## src/rtl/sym_ex_trace_monitor_pkg.sv

```systemverilog
// Shared types and helpers for the symbolic-execution trace monitor.
package sym_ex_trace_monitor_pkg;

    // Monitor FSM states; PASS/FAIL/ERR are terminal and sticky until reset.
    typedef enum logic [2:0] {
        StIdle,
        StTrack,
        StPass,
        StFail,
        StErr
    } state_e;

    // Encoded location index L0..L7.
    typedef logic [2:0] loc_idx_t;

    localparam int unsigned LocW = 8;

    // True when exactly one bit of v is set.
    function automatic logic onehot8(input logic [LocW-1:0] v);
        return (v != 8'h00) && ((v & (v - 8'h01)) == 8'h00);
    endfunction

    // Index of the set bit; only meaningful for one-hot inputs.
    function automatic loc_idx_t encode8(input logic [LocW-1:0] v);
        loc_idx_t idx;
        idx = '0;
        for (int i = 0; i < LocW; i++) begin
            if (v[i]) begin
                idx = 3'(i);
            end
        end
        return idx;
    endfunction

endpackage

```

## src/rtl/sym_ex_trace_monitor_fifo.sv

```systemverilog
// Trace FIFO: head-visible read port, push-while-full accepted only alongside a pop,
// sticky overflow flag for dropped pushes.
module sym_ex_trace_fifo #(
    parameter int unsigned DEPTH = 8,
    parameter int unsigned DW    = 3
) (
    input  logic          clk_i,
    input  logic          rst_i,
    input  logic          push_i,
    input  logic [DW-1:0] push_data_i,
    input  logic          rd_en_i,
    output logic [DW-1:0] rd_data_o,
    output logic          rd_empty_o,
    output logic          ovf_o
);

    localparam int unsigned AW = (DEPTH > 1) ? $clog2(DEPTH) : 1;
    localparam int unsigned CW = $clog2(DEPTH + 1);

    logic [DW-1:0] mem_q [DEPTH];
    logic [AW-1:0] wr_ptr_q;
    logic [AW-1:0] rd_ptr_q;
    logic [CW-1:0] count_q;
    logic          ovf_q;

    logic full;
    logic empty;
    logic pop_ok;
    logic push_ok;

    // Accept/pop decisions; a pop frees a slot for a same-cycle push when full.
    always_comb begin
        full       = (count_q == CW'(DEPTH));
        empty      = (count_q == '0);
        pop_ok     = rd_en_i && !empty;
        push_ok    = push_i && (!full || pop_ok);
        rd_empty_o = empty;
        rd_data_o  = empty ? '0 : mem_q[rd_ptr_q];
        ovf_o      = ovf_q;
    end

    // Storage, pointers (wrap naturally for power-of-two DEPTH), count and overflow.
    always_ff @(posedge clk_i) begin
        if (rst_i) begin
            wr_ptr_q <= '0;
            rd_ptr_q <= '0;
            count_q  <= '0;
            ovf_q    <= 1'b0;
            for (int i = 0; i < int'(DEPTH); i++) begin
                mem_q[i] <= '0;
            end
        end else begin
            if (push_ok) begin
                mem_q[wr_ptr_q] <= push_data_i;
                wr_ptr_q        <= wr_ptr_q + AW'(1);
            end
            if (pop_ok) begin
                rd_ptr_q <= rd_ptr_q + AW'(1);
            end
            if (push_ok && !pop_ok) begin
                count_q <= count_q + CW'(1);
            end else if (!push_ok && pop_ok) begin
                count_q <= count_q - CW'(1);
            end
            if (push_i && !push_ok) begin
                ovf_q <= 1'b1;
            end
        end
    end

endmodule

```

## src/rtl/sym_ex_trace_monitor.sv

```systemverilog
// Trace monitor: follows a one-hot location stream from L0, logs each location change
// into a trace FIFO and terminates on L6 (pass), L7 (fail), a bad vector or a timeout.
module sym_ex_trace_monitor
    import sym_ex_trace_monitor_pkg::*;
#(
    parameter int unsigned W       = 8,
    parameter int unsigned DEPTH   = 8,
    parameter int unsigned TIMEOUT = 15
) (
    input  logic         clk,
    input  logic         rst,
    input  logic [7:0]   loc,
    input  logic [W-1:0] x,
    input  logic [W-1:0] y,
    input  logic [W-1:0] z,
    input  logic         rd_en,
    output logic [2:0]   rd_data,
    output logic         rd_empty,
    output logic         ovf,
    output logic         done,
    output logic         pass,
    output logic         fail,
    output logic         err,
    output logic [W-1:0] fail_xy,
    output logic [3:0]   cyc,
    output logic         prop
);

    state_e       state_q, state_d;
    logic [7:0]   prev_loc_q, prev_loc_d;
    logic [3:0]   cyc_q, cyc_d;
    logic [W-1:0] fail_xy_q, fail_xy_d;
    logic         pass_q, fail_q, err_q, done_q, prop_q;
    logic         push;
    loc_idx_t     push_idx;
    logic [3:0]   cyc_inc;

    // z is part of the upstream register set but plays no role in the checked property.
    logic unused_z;
    assign unused_z = ^z;

    // Next-state, trace push and capture logic.
    always_comb begin
        state_d    = state_q;
        prev_loc_d = prev_loc_q;
        cyc_d      = cyc_q;
        fail_xy_d  = fail_xy_q;
        push       = 1'b0;
        push_idx   = encode8(loc);
        cyc_inc    = (cyc_q == 4'hF) ? 4'hF : cyc_q + 4'h1;

        unique case (state_q)
            StIdle: begin
                if (loc == 8'h01) begin
                    state_d    = StTrack;
                    push       = 1'b1;
                    cyc_d      = 4'h0;
                    prev_loc_d = loc;
                end
            end
            StTrack: begin
                cyc_d = cyc_inc;
                // A malformed vector outranks every other tracking rule.
                if (!onehot8(loc)) begin
                    state_d = StErr;
                end else begin
                    if (loc != prev_loc_q) begin
                        push       = 1'b1;
                        prev_loc_d = loc;
                    end
                    if (loc[7]) begin
                        state_d   = StFail;
                        fail_xy_d = x + y;
                    end else if (loc[6]) begin
                        state_d = StPass;
                    end else if (32'(cyc_inc) >= TIMEOUT) begin
                        state_d = StErr;
                    end
                end
            end
            default: ;
        endcase
    end

    // State, captured data and registered status flags.
    always_ff @(posedge clk) begin
        if (rst) begin
            state_q    <= StIdle;
            prev_loc_q <= 8'h00;
            cyc_q      <= 4'h0;
            fail_xy_q  <= '0;
            pass_q     <= 1'b0;
            fail_q     <= 1'b0;
            err_q      <= 1'b0;
            done_q     <= 1'b0;
            prop_q     <= 1'b1;
        end else begin
            state_q    <= state_d;
            prev_loc_q <= prev_loc_d;
            cyc_q      <= cyc_d;
            fail_xy_q  <= fail_xy_d;
            pass_q     <= (state_d == StPass);
            fail_q     <= (state_d == StFail);
            err_q      <= (state_d == StErr);
            done_q     <= (state_d == StPass) || (state_d == StFail) || (state_d == StErr);
            prop_q     <= (state_d != StFail);
        end
    end

    sym_ex_trace_fifo #(
        .DEPTH(DEPTH),
        .DW   (3)
    ) u_fifo (
        .clk_i      (clk),
        .rst_i      (rst),
        .push_i     (push),
        .push_data_i(push_idx),
        .rd_en_i    (rd_en),
        .rd_data_o  (rd_data),
        .rd_empty_o (rd_empty),
        .ovf_o      (ovf)
    );

    // Drive registered status onto the ports.
    always_comb begin
        pass    = pass_q;
        fail    = fail_q;
        err     = err_q;
        done    = done_q;
        prop    = prop_q;
        cyc     = cyc_q;
        fail_xy = fail_xy_q;
    end

endmodule
```

## config.mk

```make
export PLATFORM = sky130hd
export DESIGN_NAME = sym_ex_trace_monitor
export DESIGN_NICKNAME = d
export VERILOG_FILES = /design/src/rtl/sym_ex_trace_monitor_pkg.sv /design/src/rtl/sym_ex_trace_monitor_fifo.sv /design/src/rtl/sym_ex_trace_monitor.sv
export SDC_FILE = /design/constraint.sdc
export NUM_CORES = 1
export LEC_CHECK = 0
export BUFFER_PORTS_ARGS = -buffer_cell sky130_fd_sc_hd__clkbuf_2
export CORE_MARGIN = 4
export CORE_UTILIZATION = 57
export CTS_CLUSTER_SIZE = 30
export DETAILED_ROUTE_END_ITERATION = 10
export PLACE_DENSITY = 0.87
export SLEW_MARGIN = 20
export SYNTH_ARGS = -nofsm -noshare
export SYNTH_HDL_FRONTEND = slang
export SYNTH_SLANG_ARGS = --single-unit
```

## constraint.sdc

```tcl
create_clock -name clk -period 4.8 [get_ports clk]
set_clock_uncertainty 0.05 [all_clocks]
set_input_delay 0.96 -clock clk [delete_from_list [all_inputs] [get_ports clk]]
set_output_delay 0.96 -clock clk [all_outputs]
set_load 0.05 [all_outputs]
```

==> After elaboration in Yosys (flattened, before gate mapping) <==
Memory sizes are Yosys's and may differ from the RTL's. A register that Yosys moved wholly into a read port is not among the register bits.
Cells that the tools add are included.
{ "word_totals": {"elab_cells": 95, "ramBits": 24, "out_inout_bits": 22, "input_bits": 35, "regBits": 39, "n_memories": 1} }
{ "op_classes": {"addsub": 7, "n_mux": 37, "eq_ne": 12, "bitwise_logic": 1, "n_lt_le_gt_ge": 1, "n_reduce_logical": 23} }
{ "mem_list": {"columns": ["memory", "depth", "word_bits", "read_ports", "rd_clocked_by_memory_dff", "wr", "line_no", "text"], "rows": [
  ["u_fifo.mem_q", 8, 3, 1, 1, 8, "sym_ex_trace_monitor_fifo.sv:20", "logic [DW-1:0] mem_q [DEPTH];"]
]} }
{ "op_table": {"columns": ["cell", "count"], "rows": [
  ["$mux W3", 16],
  ["$mux W8", 3],
  ["$mux W4", 4],
  ["$pmux W8 S2", 1],
  ["$mux W1", 10],
  ["$add A4 B1 Y4 const B", 2],
  ["$add A8 B8 Y8", 1],
  ["$and A8 B8 Y8", 1],
  ["$eq A4 B4 Y1 const B", 2],
  ["$eq A8 B1 Y1 const B", 1],
  ["$logic_not A8 Y1", 1],
  ["$ne A8 B8 Y1", 1],
  ["$pmux W4 S2", 1],
  ["$reduce_bool A8 Y1", 1],
  ["$sub A8 B1 Y8 const B", 1],
  ["$add A3 B1 Y3 const B", 2],
  ["$eq A3 B2 Y1 const B", 2],
  ["$logic_and A1 B1 Y1", 6],
  ["$ne A2 B2 Y1 const B", 3],
  ["$pmux W3 S2", 1],
  ["$ge A4 B4 Y1 const B", 1],
  ["$logic_not A1 Y1", 4],
  ["$logic_not A4 Y1", 1],
  ["$reduce_and A4 Y1", 1],
  ["other kinds (11)", 14]
]} }

==> Longest topological paths before layout <==
Gate-level depths: netlist of run 1.
{ "depth": {"depth_word": 12, "ltp_mapped": 14, "depth_no_buf": 13} }

==> Cells and area by module <==
From an unflattened synthesis of run 1, not the netlist that was laid out.
{ "unflattened": {"cells_unflattened": 357, "area_unflattened_um2": 3528.4} }
{ "modules_own_cells": {"columns": ["module", "seq_area_each_um2", "instances", "cells_per_inst", "area_each_um2"], "rows": [
  ["sym_ex_trace_fifo", 1001.0, 1, 149, 1770.4],
  ["sym_ex_trace_monitor", 560.5, 1, 208, 1757.9]
]} }

==> Least setup slack after synthesis of run 1 <==
OpenSTA, ideal clock, no wires.
{ "synth_timing": {"kind": "flip-flop to flip-flop", "from": "reg u_fifo.count_q[0]", "to": "reg u_fifo.count_q[3]", "synth_period_minus_slack_ns": 4.001, "t_required_ns": 4.679, "n_path_buf": 0, "stages_incl_launch_ff": 11, "t_arrival_ns": 3.881, "setup_slack_ns": 0.799, "setup_time_ns": 0.071, "cell_sequence": "dfxtp_1 -> nor4_1 -> nand2b_1 -> ha_1 -> inv_1 -> ha_1 -> a21o_1 -> a21oi_1 -> xnor2_1 -> or3_1 -> a21oi_1"} }
{ "synth_via": {"elab_chain_cells": 8, "word_cells_on_any_way": 16, "classes_between": "add/sub (2); eq/ne (1); mux (2); reduce/logical (11)"} }
{ "synth_lines": {"columns": ["item", "line_no", "text"], "rows": [
  ["start: declaration", "sym_ex_trace_monitor_fifo.sv:23", "logic [CW-1:0] count_q;"],
  ["start signal: assignment", "sym_ex_trace_monitor_fifo.sv:61", "count_q <= count_q + CW'(1);"],
  ["start signal: assignment", "sym_ex_trace_monitor_fifo.sv:63", "count_q <= count_q - CW'(1);"],
  ["$logic_not A4 Y1 (*)", "sym_ex_trace_monitor_fifo.sv:34", "empty = (count_q == '0);"],
  ["net rd_empty", "sym_ex_trace_monitor.sv:18", "output logic rd_empty,"],
  ["$logic_not A1 Y1 (*)", "sym_ex_trace_monitor_fifo.sv:35", "pop_ok = rd_en_i && !empty;"],
  ["$logic_and A1 B1 Y1 (*)", "sym_ex_trace_monitor_fifo.sv:35", null],
  ["$logic_or A1 B1 Y1", "sym_ex_trace_monitor_fifo.sv:36", "push_ok = push_i && (!full || pop_ok);"],
  ["$logic_and A1 B1 Y1", "sym_ex_trace_monitor_fifo.sv:36", null],
  ["$logic_not A1 Y1", "sym_ex_trace_monitor_fifo.sv:62", "end else if (!push_ok && pop_ok) begin"],
  ["$logic_and A1 B1 Y1", "sym_ex_trace_monitor_fifo.sv:62", null],
  ["$reduce_bool A2 Y1 (no line)", null, null]
]} }
Mark *: on every way through the listed nets, which the timed path passes. The rest lies on a longest branch. The select of a mux whose other input is x is not followed.
A chain may end at the register's enable or synchronous reset.

==> Worst setup path after layout of run 1 <==
{ "layout_timing": {"from": "in loc[5]", "to": "reg u_fifo.count_q[3]"} }
{ "layout_via": {"elab_chain_cells": 10, "word_cells_on_any_way": 17, "classes_between": "add/sub (1); eq/ne (2); mux (5); bitwise (1); reduce/logical (8)"} }
{ "layout_lines": {"columns": ["item", "line_no", "text"], "rows": [
  ["start: declaration", "sym_ex_trace_monitor.sv:12", "input logic [7:0] loc,"],
  ["$sub A8 B1 Y8", "sym_ex_trace_monitor_pkg.sv:20", "return (v != 8'h00) && ((v & (v - 8'h01)) == 8'h00);"],
  ["$and A8 B8 Y8", "sym_ex_trace_monitor_pkg.sv:20", null],
  ["$logic_not A8 Y1", "sym_ex_trace_monitor_pkg.sv:20", null],
  ["$logic_and A1 B1 Y1", "sym_ex_trace_monitor_pkg.sv:20", null],
  ["$mux W1", "sym_ex_trace_monitor.sv:64", "if (!onehot8(loc)) begin"],
  ["$pmux W1 S2 (*)", "sym_ex_trace_monitor.sv:52", "unique case (state_q)"],
  ["$logic_and A1 B1 Y1 (*)", "sym_ex_trace_monitor_fifo.sv:36", null],
  ["$logic_not A1 Y1", "sym_ex_trace_monitor_fifo.sv:62", null],
  ["$logic_and A1 B1 Y1", "sym_ex_trace_monitor_fifo.sv:62", null],
  ["$reduce_bool A2 Y1 (no line)", null, null]
]} }
Mark *: on every way between the ends. The rest lies on a longest branch, timed or not.

==> flow_summary.toml, run 1 <==
[flow_run]
maxCapViolations = 0

[pwr]
p_int_uw = 1130
pwr_density_cell_nw_per_um2 = 402
fin_total_pwr_uw = 1640
ir_drop_mv = 0.480
switching_power_uw = 507
leakage_uw = 0.00154
comb_power_share_pct = 25.2
seq_power_share_pct = 40.3
switching_share_pct = 30.9
pwr-share-clk_pct = 34.5

[routing]
drt_iter0_markers = 168
vias_per_cell = 5.79
wl_mm = 7.32
vias = 2822
drt-pass1-iter-count = 4
wl_per_cell_um = 15.0
ant_nets = 0
drc = 0

[timing]
max_clock_freq_mhz = 252
hold_viol_final = 0
period_share_pct = 82.7
worst_pin_slew_ns = 0.943
slew_headroom_pct = 36.6
rsz0062_at_grt = "false"
finalSetupTns_ns = 0
fin_crit_ns = 3.97
setup_viol = 0
drv_slew = 0

[clock_tree]
postCtsSetupRepairBufs = 0
clock_latency_ns = 0.34
clk_pin_slew_ns = 0.07
h-tree-depth = 3
cts_resized = 0
root_buffer = "clkbuf_8"
cts_buffers = 9
clockBufferDepth = 2
clock-sinks = 66
holdBufCountCts = 0
cts_tree = "yes"

[floorplan]
rows = 28
die-area_um2 = 7620
num_io_pins = 57
core-area_um2 = 6030
die_w_um = 87.3
dieHeight_um = 87.3
start_util_pct = 59.4

[synthesis]
syn-num-nets = 417
yosysTopAreaCell = "dfxtp_1"
async_reset_ff_share_pct = 0
ys_ff_latch = 66
seq_area_frac_synth_pct = 43.6
ys.flop_type = "dfxtp_1"
synth_area_leaders = "dfxtp_1 (23%), edfxtp_1 (20%), nor2_1 (4.7%)"
synth_edf_count = 24
syn_avg_cell_area_um2 = 9.76
yosys_warnings = 0
synth_cells = 367
ys_types = 53
synth_area_um2 = 3580
synth_top_area_share_pct = 23.5

[grt]
global_route.usage.total_pct = 20.5
grt_pass1_wl_mm = 12.2
grt_pass1_vias = 2709
grt_max_degree = 45
antenna_found_initial = 0
grt_overflow = 0

[critical_path]
timing.rr.start = "u_fifo.count_q[0]$_SDFFE_PP0P_"
reg2regPathDepth = 10
path_max_fanout = 11
end_kind = "flip-flop"
r2r_setup_slack_ns = 1.69
max_stage_delay_ns = 0.68
cp_top_family = "simple AND/OR/NAND/NOR gates"
crit_top_cell = "a21oi_1"
crit_type = "in -> reg"
r2r-end = "u_fifo.count_q[3]$_SDFFE_PP0P_"
critPathRequiredTime_ns = 5.01
cp.arrival_ns = 4.18
cp_num_buf_inv = 2
cp-start-kind = "primary input"
slowest_stage = "or4_1"
worstPathCellList = "clkbuf_2 > or4_1 > o22a_1 > or3_1 > a21oi_1 > ha_1 > inv_1 > ha_1 > a21o_1 > a21oi_1 > xnor2_1 > or3_1 > a21oi_1"

[min_path]
min_delay_worst_endpoint = "prev_loc_q[4]$_SDFFE_PP0P_"
min_from = "prev_loc_q[4]$_SDFFE_PP0P_"
min_path_type = "reg -> reg"
min_path_cells = 2

[finish]
nFillCells = 485
seqCellArea_um2 = 1560
syn_to_final_growth_pct = 14.0
drive_gt1_share_pct = 19.7
fin_nets = 457
diodes = 0
finalInstanceArea_um2 = 4080
multiInputGateArea_um2 = 1880

[placed_design]
gp_congestion = 0.801
placed_cell_area_um2 = 3830
io_buffers = 48
post-dp-hpwl_mm = 5.35

[run_status]
status = "finished, final reports clean"
## worst min-delay path, cell delays in order (launching register included)
cell	delay, ns
dfxtp_1	0.32
nand2_1	0.05
a21oi_1	0.05
## kinds of logic (layout without fill, tap and decap cells)
kind of cell / count (synthesis) / count (layout) / synth area share (%)
flip-flops: 66 / 66 / 43.6
AO/OA/AOI/OAI: 69 / 69 / 13.0
AND/OR/NAND/NOR: 144 / 144 / 21.2
XOR/XNOR: 21 / 21 / 5.13
buffers and inverters: 33 / 78 / 4.02
adder cells (fa/ha/maj): 17 / 17 / 6.22
multiplexers: 17 / 17 / 6.85
## synthesized netlist by cell type (3+ instances only)
| library cell | number |
|---|---|
| a211oi_1 | 4 |
| a21o_1 | 5 |
| a21oi_1 | 28 |
| buf_2 | 4 |
| clkbuf_1 | 14 |
| dfxtp_1 | 42 |
| edfxtp_1 | 24 |
| ha_1 | 13 |
| inv_1 | 12 |
| mux2i_1 | 11 |
| mux4_2 | 6 |
| nand2_1 | 26 |
| nand2b_1 | 6 |
| nand3_1 | 5 |
| nand3b_1 | 4 |
| nand4_1 | 4 |
| nor2_1 | 45 |
| nor2b_1 | 5 |
| nor3_1 | 20 |
| nor4_1 | 4 |
| nor4_2 | 3 |
| nor4b_1 | 5 |
| o21ai_0 | 13 |
| or3_1 | 5 |
| xnor2_1 | 13 |
| xor2_1 | 8 |
## routing by layer
metal | up-vias | routed length [um] | track usage, %
met1 | 1330 | 3090 | 25.3
li1 | 1409 | - | -
met3 | 15 | 368 | 5.77
met4 | 0 | 142 | 7.53
met2 | 68 | 3720 | 34.2
met5 | - | 0 | 0
## worst max-delay path by stage
stage | start | end | slack [ns] | cells after the start
6_report | loc[5] | u_fifo.count_q[3]$_SDFFE_PP0P_ | 0.83 | 13
5_1_grt | loc[5] | u_fifo.count_q[3]$_SDFFE_PP0P_ | 0.61 | 13
4_1_cts | loc[5] | u_fifo.count_q[3]$_SDFFE_PP0P_ | 0.86 | 13
3_5_place_dp | loc[5] | u_fifo.count_q[3]$_SDFFE_PP0P_ | 0.51 | 13
3_3_place_gp | loc[4] | u_fifo.count_q[3]$_SDFFE_PP0P_ | 0.55 | 13
2_1_floorplan | u_fifo.count_q[0]$_SDFFE_PP0P_ | u_fifo.count_q[3]$_SDFFE_PP0P_ | 0.80 | 10
## state kept, by name (all words and copies together), names as in the netlist, 3 cells and up, named ones only
name	count
u_fifo.wr_ptr_q	3
u_fifo.mem_q	24
cyc	4
prev_loc_q	8
u_fifo.rd_ptr_q	3
state_q	3
fail_xy	8
u_fifo.count_q	4
## through the flow
step / std cells / hold slack, ns / worst slack [ns] / utilization [%]
finish: 487 / 0.412 / 0.833 / 67.8
global route: 487 / 0.455 / 0.605 / 67.8
CTS: 487 / 0.415 / 0.856 / 67.8
detailed placement: 471 / 0.407 / 0.513 / 63.5
global placement: 471 / 0.399 / 0.554 / 63.5
floorplan: 367 / 0.394 / 0.799 / -
## power by group through the flow
stage	Combinational (uW)	Sequential, uW	Clock, uW
final	413	661	566
after floorplan	353	651	0
after global placement	400	670	0
after CTS	416	663	573
after detailed placement	412	675	0
after global routing	456	669	601
## cell type report
| cell class | instances | share of cell area, % |
|---|---|---|
| clock inverter | 5 | 1.99 |
| inverter | 13 | 1.19 |
| timing repair buffer | 49 | 6.07 |
| tap | 75 | 2.30 |
| sequential | 66 | 38.2 |
| clock buffer | 11 | 4.26 |
| multi-input combinational | 268 | 46.0 |
## cells in the final DEF, fill, tap and decap left out, types with 2 or more instances in the layout
cell       Yosys  layout
o22ai_1        2       2
a21oi_1       28      28
o41ai_1        2       2
a2111oi_0      2       2
a211oi_1       4       4
nor4_1         4       4
nor4_2         3       3
nand2_1       26      26
a31oi_1        2       2
or3_1          5       5
nand3b_1       4       4
or2_2          2       2
nand3_1        5       5
or4_1          2       2
nand2b_1       6       6
mux2i_1       11      11
clkbuf_2       0      48
a21o_1         5       5
clkbuf_16      0       2
inv_1         12      12
nand4_1        4       4
bufinv_16      0       2
o31ai_1        2       2
xor2_1         8       8
o21a_1         2       2
ha_1          13      13
clkbuf_8       0       9
nor2_1        45      45
dfxtp_1       42      42
o21ai_0       13      13
maj3_1         2       2
mux4_2         6       6
nor2b_1        5       5
xnor2_1       13      13
edfxtp_1      24      24
fa_1           2       2
nor4b_1        5       5
nor3_1        20      20
Power figures use the tool's default switching activity.
==> run 2: changes to the inputs <==
CORE_UTILIZATION = 51   (was 57)
PLACE_DENSITY = 0.83   (was 0.87)
clock period = 3.6 ns   (was 4.8 ns; I/O delays follow)
==> flow_summary.toml, run 2 (synthesis gave the netlist of run 1 again) <==
[placed_design]
place_inst = 512
post-dp-hpwl_mm = 5.68
io_buffers = 48
placed_cell_area_um2 = 4030
gp_congestion = 0.806

[min_path]
min_path_type = "reg -> reg"
min_path_cells = 2
min_from = "prev_loc_q[2]$_SDFFE_PP0P_"

[grt]
antenna_found_initial = 0
grt_max_degree = 34
grt_pass1_wl_mm = 13.4
global_route.usage.total_pct = 19.4
grt_pass1_vias = 2966
grt_overflow = 0

[critical_path]
end_kind = "flip-flop"
timing.rr.start = "state_q[2]$_SDFF_PP0_"
crit_type = "in -> reg"
max_stage_delay_ns = 0.53
reg2regPathDepth = 12
slowest_stage = "or4_4"
worstPathCellList = "clkbuf_2 > or4_4 > o22a_1 > or3_1 > a21oi_1 > ha_2 > inv_2 > ha_1 > a21o_1 > a21oi_2 > xnor2_1 > or3_1 > a21oi_1"
critical_path_cell_count = 13
cp_top_family = "simple AND/OR/NAND/NOR gates"
path_max_fanout = 6
cp-start-kind = "primary input"
startpoint = "loc[1]"
cp_num_buf_inv = 2
cp.arrival_ns = 3.54
critPathRequiredTime_ns = 3.83

[floorplan]
num_io_pins = 57
die-area_um2 = 8430
dieHeight_um = 91.8
die_w_um = 91.8
start_util_pct = 52.7
rows = 30
core-area_um2 = 6790

[finish]
syn_to_final_growth_pct = 18.3
largest_register_ff_count = 24
final_cell_mix = "clkbuf_2 (48), nor2_1 (45), dfxtp_1 (42)"
diodes = 0
finalInstanceArea_um2 = 4240
final_common_cell = "clkbuf_2"
nFillCells = 554
layout.cells.non_filler = 528
regMostFlops = "u_fifo.mem_q"
drive_gt1_share_pct = 24.5
fin_nets = 477

[routing]
drt_iter0_markers = 132
vias_per_cell = 5.49
vias = 2901
ant_nets = 0
drt-pass1-iter-count = 4
wl_mm = 7.59
drc = 0
wl_per_cell_um = 14.4

[clock_tree]
root_buffer = "clkbuf_8"
clockBufferDepth = 2
holdBufCountCts = 0
postCtsSetupRepairBufs = 0
cts_resized = 0
clk_pin_slew_ns = 0.08
cts_buffers = 9
clock_latency_ns = 0.34
h-tree-depth = 3
cts_tree = "yes"
clock-sinks = 66

[pwr]
pwr_density_cell_nw_per_um2 = 499
ir_drop_mv = 0.168
fin_total_pwr_uw = 2120
leakage_uw = 0.00162

[timing]
worst_pin_slew_ns = 0.565
period_share_pct = 92.0
max_clock_freq_mhz = 302
hold_viol_final = 0
fin_hold_ws_ns = 0.418
fin_crit_ns = 3.31
rsz0062_at_grt = "false"
drv_slew = 0
setup_viol = 0
slew_headroom_pct = 62.0

[run_status]
status = "finished, final reports clean"

[flow_run]
maxCapViolations = 0
==> run 2: metrics by stage <==
stage	worst slack [ns]	utilization, %	TNS, ns
3_3_place_gp	-0.00113	59.2	-0.00113
4_1_cts	0.290	62.4	0
3_5_place_dp	-0.0687	59.2	-0.0687
5_1_grt	0.119	62.4	0
6_report	0.288	62.4	0
2_1_floorplan	0.00440	-	0
==> run 2: path summary, 6_finish.rpt <==
check	end	slack [ns]
max	u_fifo.count_q[3]$_SDFFE_PP0P_	0.29
min	prev_loc_q[2]$_SDFFE_PP0P_	0.42
max reg2reg	u_fifo.count_q[3]$_SDFFE_PP0P_	0.69
min reg2reg	prev_loc_q[2]$_SDFFE_PP0P_	0.42
==> run 2: metal layers <==
metal / wire length [um] / up-vias / GRT usage [%]
met2: 3960 / 55 / 34.8
met3: 246 / 9 / 2.95
li1: - / 1452 / -
met1: 3310 / 1385 / 23.7
met5: 0 / - / 0
met4: 73 / 0 / 6.68
==> run 2: worst register-to-register path: stages, from the launching register on <==
cell     delay [ns]
dfxtp_1        0.36
nor2_1         0.22
nand2_1        0.24
or3_1          0.39
a21oi_1        0.22
ha_2           0.24
inv_2          0.05
ha_1           0.27
a21o_1         0.16
a21oi_2        0.13
xnor2_1        0.10
or3_1          0.30
a21oi_1        0.12
==> run 2: area by class of cell <==
class | instances | area, um^2 | area share (%)
flip-flops and latches | 66 | 1560 | 36.8
well taps | 96 | 120 | 2.83
repair buffers | 69 | 398 | 9.39
multi-input cells | 268 | 1900 | 44.8
clock buffers | 10 | 149 | 3.51
clock inverters | 6 | 63.8 | 1.51
inverters | 13 | 48.8 | 1.15
==> run 2: power by group <==
part | switching, uW | total, uW | internal (uW) | leakage, uW
Sequential | 65.2 | 884 | 819 | 0.000583
Combinational | 339 | 581 | 242 | 0.000932
Clock | 291 | 651 | 360 | 0.000105
